[config.mk]
export PLATFORM = sky130hd
export DESIGN_NAME = counter_ctrl
export DESIGN_NICKNAME = d
export VERILOG_FILES = /design/src/rtl/counter_ctrl.sv
export SDC_FILE = /design/constraint.sdc
export NUM_CORES = 1
export LEC_CHECK = 0
export CAP_MARGIN = 25
export CORE_MARGIN = 8
export CORE_UTILIZATION = 40
export DETAILED_ROUTE_END_ITERATION = 7
export MAX_ROUTING_LAYER = met4
export PLACE_DENSITY = 0.7
export SLEW_MARGIN = 20
export SYNTH_ARGS = -nofsm -noshare
export SYNTH_HDL_FRONTEND = slang
export SYNTH_SLANG_ARGS = --single-unit
[constraint.sdc]
create_clock -name clk -period 2 [get_ports clk]
set_input_delay 0.4 -clock clk [delete_from_list [all_inputs] [get_ports clk]]
set_output_delay 0.4 -clock clk [all_outputs]
set_load 0.02 [all_outputs]
[src/rtl/counter_ctrl.sv]
// Sequencing controller for the free-running counter: start/pause/stop,
// programmable prescaler and terminal count, one-shot or auto-reload.
//
// state | meaning
// ------+-----------------------------------------------------------
// IDLE  | waiting for start; config writable; value cleared
// RUN   | prescaler counting, value incrementing on each event
// PAUSE | value and prescaler frozen; start resumes, stop aborts
// DONE  | one-shot reached limit; value held; config writable
module counter_ctrl #(
   parameter int WIDTH = 8,
   parameter int PW    = 4
) (
   input  logic             clk,
   input  logic             reset,
   input  logic             cfg_we,
   input  logic [WIDTH-1:0] cfg_limit,
   input  logic [PW-1:0]    cfg_prescale,
   input  logic             cfg_autoreload,
   input  logic             start,
   input  logic             stop,
   output logic [WIDTH-1:0] value,
   output logic             running,
   output logic             tick,
   output logic             done
);

   typedef enum logic [1:0] {
      S_IDLE  = 2'd0,
      S_RUN   = 2'd1,
      S_PAUSE = 2'd2,
      S_DONE  = 2'd3
   } state_t;

   state_t           state, state_nxt;
   logic [WIDTH-1:0] value_nxt;
   logic [PW-1:0]    presc, presc_nxt;
   logic [WIDTH-1:0] limit, limit_nxt;
   logic [PW-1:0]    prescale, prescale_nxt;
   logic             autoreload, autoreload_nxt;
   logic             tick_nxt, done_nxt;
   logic             cfg_open;
   logic             event_e;

   assign cfg_open = (state == S_IDLE) || (state == S_DONE);
   assign event_e  = (presc == prescale);

   always_comb begin
      state_nxt      = state;
      value_nxt      = value;
      presc_nxt      = presc;
      limit_nxt      = limit;
      prescale_nxt   = prescale;
      autoreload_nxt = autoreload;
      tick_nxt       = 1'b0;
      done_nxt       = 1'b0;

      if (cfg_open && cfg_we) begin
         limit_nxt      = cfg_limit;
         prescale_nxt   = cfg_prescale;
         autoreload_nxt = cfg_autoreload;
      end

      case (state)
         S_IDLE, S_DONE: begin
            if (start && !stop) begin
               value_nxt = '0;
               presc_nxt = '0;
               state_nxt = S_RUN;
            end
         end
         S_RUN: begin
            if (stop) begin
               state_nxt = S_PAUSE;
            end else if (event_e) begin
               presc_nxt = '0;
               tick_nxt  = 1'b1;
               if (value != limit) begin
                  value_nxt = value + 1'b1;
               end else begin
                  done_nxt = 1'b1;
                  // one-shot keeps value parked at limit
                  if (autoreload) value_nxt = '0;
                  else            state_nxt = S_DONE;
               end
            end else begin
               presc_nxt = presc + 1'b1;
            end
         end
         S_PAUSE: begin
            if (stop) begin
               value_nxt = '0;
               presc_nxt = '0;
               state_nxt = S_IDLE;
            end else if (start) begin
               state_nxt = S_RUN;
            end
         end
         default: state_nxt = S_IDLE;
      endcase
   end

   always_ff @(posedge clk or negedge reset) begin
      if (!reset) begin
         state      <= S_IDLE;
         value      <= '0;
         presc      <= '0;
         limit      <= '1;
         prescale   <= '0;
         autoreload <= 1'b0;
         running    <= 1'b0;
         tick       <= 1'b0;
         done       <= 1'b0;
      end else begin
         state      <= state_nxt;
         value      <= value_nxt;
         presc      <= presc_nxt;
         limit      <= limit_nxt;
         prescale   <= prescale_nxt;
         autoreload <= autoreload_nxt;
         running    <= (state_nxt == S_RUN);
         tick       <= tick_nxt;
         done       <= done_nxt;
      end
   end

endmodule

Word level (Yosys, flattened, before mapping)
Cells that the tools add are included.

$add $sub $neg: 2. Multipliers: 0. Divide/modulo/power cells: 0. Magnitude comparators: 0. Eq/ne operators: 11. Shifts and indexed selects: 0. Multiplexer cells: 27. Bitwise operators: 0. Reductions and logical operators: 8.

Operators with widths (count): 2-to-1 mux 8 bit (6); one-hot mux 8 bit (3 select lines) (1); 2-to-1 mux 4 bit (4); 2-to-1 mux 2 bit (7); one-hot mux 4 bit (3 select lines) (1); adder 8 x 1 -> 8 bit (second input constant) (1); != test 2 bit (second input constant) (4); != test 8 bit (1); 2-to-1 mux 1 bit (7); one-hot mux 2 bit (3 select lines) (1); AND reduction 5 bit (1); adder 4 x 1 -> 4 bit (second input constant) (1); equality test 2 x 1 -> 1 bit (second input constant) (2); equality test 2 bit (second input constant) (2); equality test 4 bit (1); != test 3 bit (second input constant) (1); AND reduction 3 bit (1); logical AND 1 bit (2); zero test 2 bit (1); OR reduction 2 bit (1); zero test 1 bit (1); logical OR 1 bit (1).

Flip-flop bits (word level): 30. Latch bits: 0. Memory bits (writable): 0. Bits in read-only memories: 0. Input port bits: 18. Memories kept: 0.

Longest topological paths before layout
Depth after elaboration: 6. Gate-level depth with buffers: 8. Depth with buffers taken out: 7.

Worst setup path before layout
OpenSTA, ideal clock, no wires.

Path kind: register to register. Start: reg state[0]. End: reg autoreload. Library setup time: 125 ps. Arrival time: 1624 ps. Required time: 1875 ps. Setup slack: 252 ps. Stages on the path, launching flop included: 6. Path buffers: 1. Clock period less this slack: 1748 ps. Cell sequence: dfrtp_1 inv_1 ha_1 nand2_1 buf_1 mux2_2.

Longest elaborated chain between the ends: 3. Elaborated cells on any way between the ends: 4. Those cells by class: eq/ne: 1; reduce/logical: 3.

Ends and longest elaborated chain: start, declared (RTL line 35) `state_t state, state_nxt;`; start signal, assigned (RTL line 115) `state <= state_nxt;`; equality test 2 bit or zero test 2 bit (tied branches) (RTL line 45) `assign cfg_open = (state == S_IDLE) || (state == S_DONE);`; logical OR 1 bit (*) (RTL line 45); logical AND 1 bit (*) (RTL line 58) `if (cfg_open && cfg_we) begin`; end signal, assigned (RTL line 120) `autoreload <= autoreload_nxt;`; end, declared (RTL line 40) `logic autoreload, autoreload_nxt;`.

Mark *: on every way between the ends. The rest lies on a longest branch, timed or not. A chain may end at the register's enable or synchronous reset.

Final worst setup path
Start: reg value[4]. End: out value[4].

RTL lines: start, declared (RTL line 22) `output logic [WIDTH-1:0] value,`; start signal, assigned (RTL line 116) `value <= value_nxt;`.

No word-level cell between the ends.

==> summary.txt <==
CTS tree: yes
Multi-input logic area: 920.9 µm²
Final slew viol count: 0
Max-cap violations: 0
Die area: 6652 µm²
Net Count, Synth: 185
Seq. cell area: 760.7 µm²
CTS resizes: 0
Arr. time, crit path: 1.46 ns
Post-CTS Setup Repair Bufs: 0
Setup_tns: 0 ns
CTS clk-pin slew, worst paths: 0.07 ns
Post-synthesis sequential area ratio: 44.25%
Layout fillers: 378
Initial core utilization: 40.60%
Iter 0 DRT Violations: 127
Total track usage: 12.50%
Final Non-Filler Cells: 260
CP cell instances: buf_4 > clkdlybuf4s50_1
Placed Instances: 252
Worst Path Max Fanout: 6
# H-tree levels: 2
Via/cell ratio: 5.435
GP Congestion: 0.8881
Critical path's slowest cell: clkdlybuf4s50_1
Yosys top cell by area: dfrtp_1
Diodes inserted: 0
Syn Inst Count: 163
Worst Setup SP: value[4]$_DFFE_PN0P_
Worst-Skew Late Latency: 0.29 ns
Syn avg cell area: 10.55 µm²
Min Tclk post-route: 1.857 ns
# setup viols final: 0
Max-slew headroom: 71.09%
IR drop worst, VDD: 0.5171 mV
Top-count cell post-synth: dfrtp_1
Reg-to-reg critical path startpoint: state[0]$_DFF_PN0_
I/O Pins: 29
P per Cell Area: 1385 nW/µm²
EDFF count, synth: 0
Total Wirelength: 3769 µm
Fraction of registers with async set/reset: 100.0%
Data required, critical path: 1.60 ns
Commonest register cell after synthesis: dfrtp_1
Vias: 1413
#FFs+latches synth: 30
RSZ-0062 raised after global routing: false
Outcome: finished, final reports clean
Yosys warns: 0
Vias in the first global route: 1330
Setup Skew: 0.01194 ns
Post-cts hold buffer count: 0
Largest net degree at the start of global routing: 31
Die extent in x: 81.56 µm
Cell Area, Synth: 1719 µm²
Synth top area share: 32.02%
Final Hold Fails: 0
Synth top cells by count: dfrtp_1 (22), nand2_1 (20), mux2_2 (14), xnor2_1 (12), nand4_1 (9)
Die H: 81.56 µm
Fin nets: 229
Worst hold path class: input pin to asynchronous set/reset pin
Fraction of the cycle the final worst path needs: 92.83%
Clk sinks: 30
Crit-path max cell delay: 0.60 ns
Initial DRT Pass Iterations: 5
Total grt overflow: 0
Area grow syn2layout: 30.42%
Drt wl/cell: 14.50 µm
Worst-margin pin slew: 0.4313 ns
Num CTS Buffers: 5
Clock root buffer: clkbuf_8
Critical Path End Type: output pin
Lkg Pwr: 0.9129 nW
Row count: 24
Setup Crit Path Kind: register to output pin
Port bufs: 28
Proportion of layout cells with a drive suffix above 1: 27.40%
Hold Worst Slack: 0.5016 ns
Initial antenna violation count: 0
CP Launch Type: register
Post-DP HPWL: 2859 µm
Top post-synthesis cells by area: dfrtp_1 (32%), dfstp_2 (12%), mux2_2 (9.2%)
Detail Route Antenna Nets: 0
First-pass GRT wire length: 6244 µm
CTS Buffer Depth: 2
Drc violations: 0
Distinct cell type count after synthesis: 45
Core box area: 4234 µm²
Max Fclk: 0.5386 GHz
power by group:
group | internal [mW] | switching (mW)
sequential | 0.895 | 0.220
combinational | 0.689 | 0.719
clock | 0.347 | 0.235
state kept, by name, indices dropped and copies added (netlist names):
signal	cells
value	8
done	1
state	2
running	1
presc	4
autoreload	1
prescale	4
limit	8
tick	1
worst max-delay path, delay by kind of cell, from the launching register on:
family | cells | cell delay, ns
buffers and inverters | 2 | 0.77
DFF | 1 | 0.40
layout by cell type, fill, tap and decap left out, types with 2 or more instances in the layout:
master	synthesis	layout
clkdlybuf4s50_1	0	28
dfrtp_1	22	22
nand2_1	20	20
mux2_2	14	14
xnor2_1	12	12
buf_4	0	12
nand4_1	9	9
clkbuf_8	1	8
dfstp_2	8	8
nor2_1	7	7
nand3_1	6	6
nor4_1	5	5
o21ai_0	5	5
inv_1	4	4
o211ai_1	4	4
ha_1	4	4
and2b_2	3	3
a21oi_1	3	3
nor3_1	3	3
and4_4	2	2
nand2b_1	2	2
or3_1	2	2
o31ai_1	2	2
a21o_1	2	2
metal layers:
| metal | vias up | share of wire [%] | track usage, % |
|---|---|---|---|
| li1 | 698 | - | - |
| met1 | 658 | 46 | 15.82 |
| met2 | 51 | 46 | 18.14 |
| met3 | 6 | 5.6 | 3.720 |
| met4 | 0 | 1.6 | 5.179 |
| met5 | - | 0 | - |
cell type report:
cell class	count	share of cell area, %
clock buffers	8	4.911
inverters	4	0.6696
multi-input cells	126	41.07
flip-flops and latches	30	33.93
well taps	52	2.902
repair buffers	40	16.52
logic make-up after synthesis:
kind of cell / count (synthesis) / synth area share, %
adders and majority gates: 4 / 2.911
xor gates and xnor gates: 12 / 6.113
muxes: 14 / 9.170
AOI/OAI and AO/OA: 29 / 13.17
buffers and inverters: 7 / 2.182
DFF: 30 / 44.25
and+or+nand+nor: 67 / 22.20
path summary, 6_finish.rpt:
kind	to	slack, ns	depth (start not counted)
setup / recovery	value[4]	0.14	2
setup reg to reg	value[3]$_DFFE_PN0P_	0.18	7
hold reg to reg	prescale[0]$_DFFE_PN0P_	0.53	1
min in group clk	prescale[0]$_DFFE_PN0P_	0.53	1
hold / removal	value[2]$_DFFE_PN0P_	0.50	2
max in group asynchronous	limit[5]$_DFFE_PN1P_	1.17	2
per-stage QoR:
step / setup WS [ns] / utilization [%] / power (mW) / area [µm²]
after global placement: 0.1102 / 50.35 / 2.518 / 2132
after global routing: 0.04637 / 52.96 / 3.315 / 2242
final: 0.1434 / 52.96 / 3.106 / 2242
after CTS: 0.1295 / 52.96 / 3.133 / 2242
after floorplan: 0.2517 / - / 2.042 / 1719
after detailed placement: 0.08992 / 50.35 / 2.538 / 2132
(Power assumes the default switching activity.)
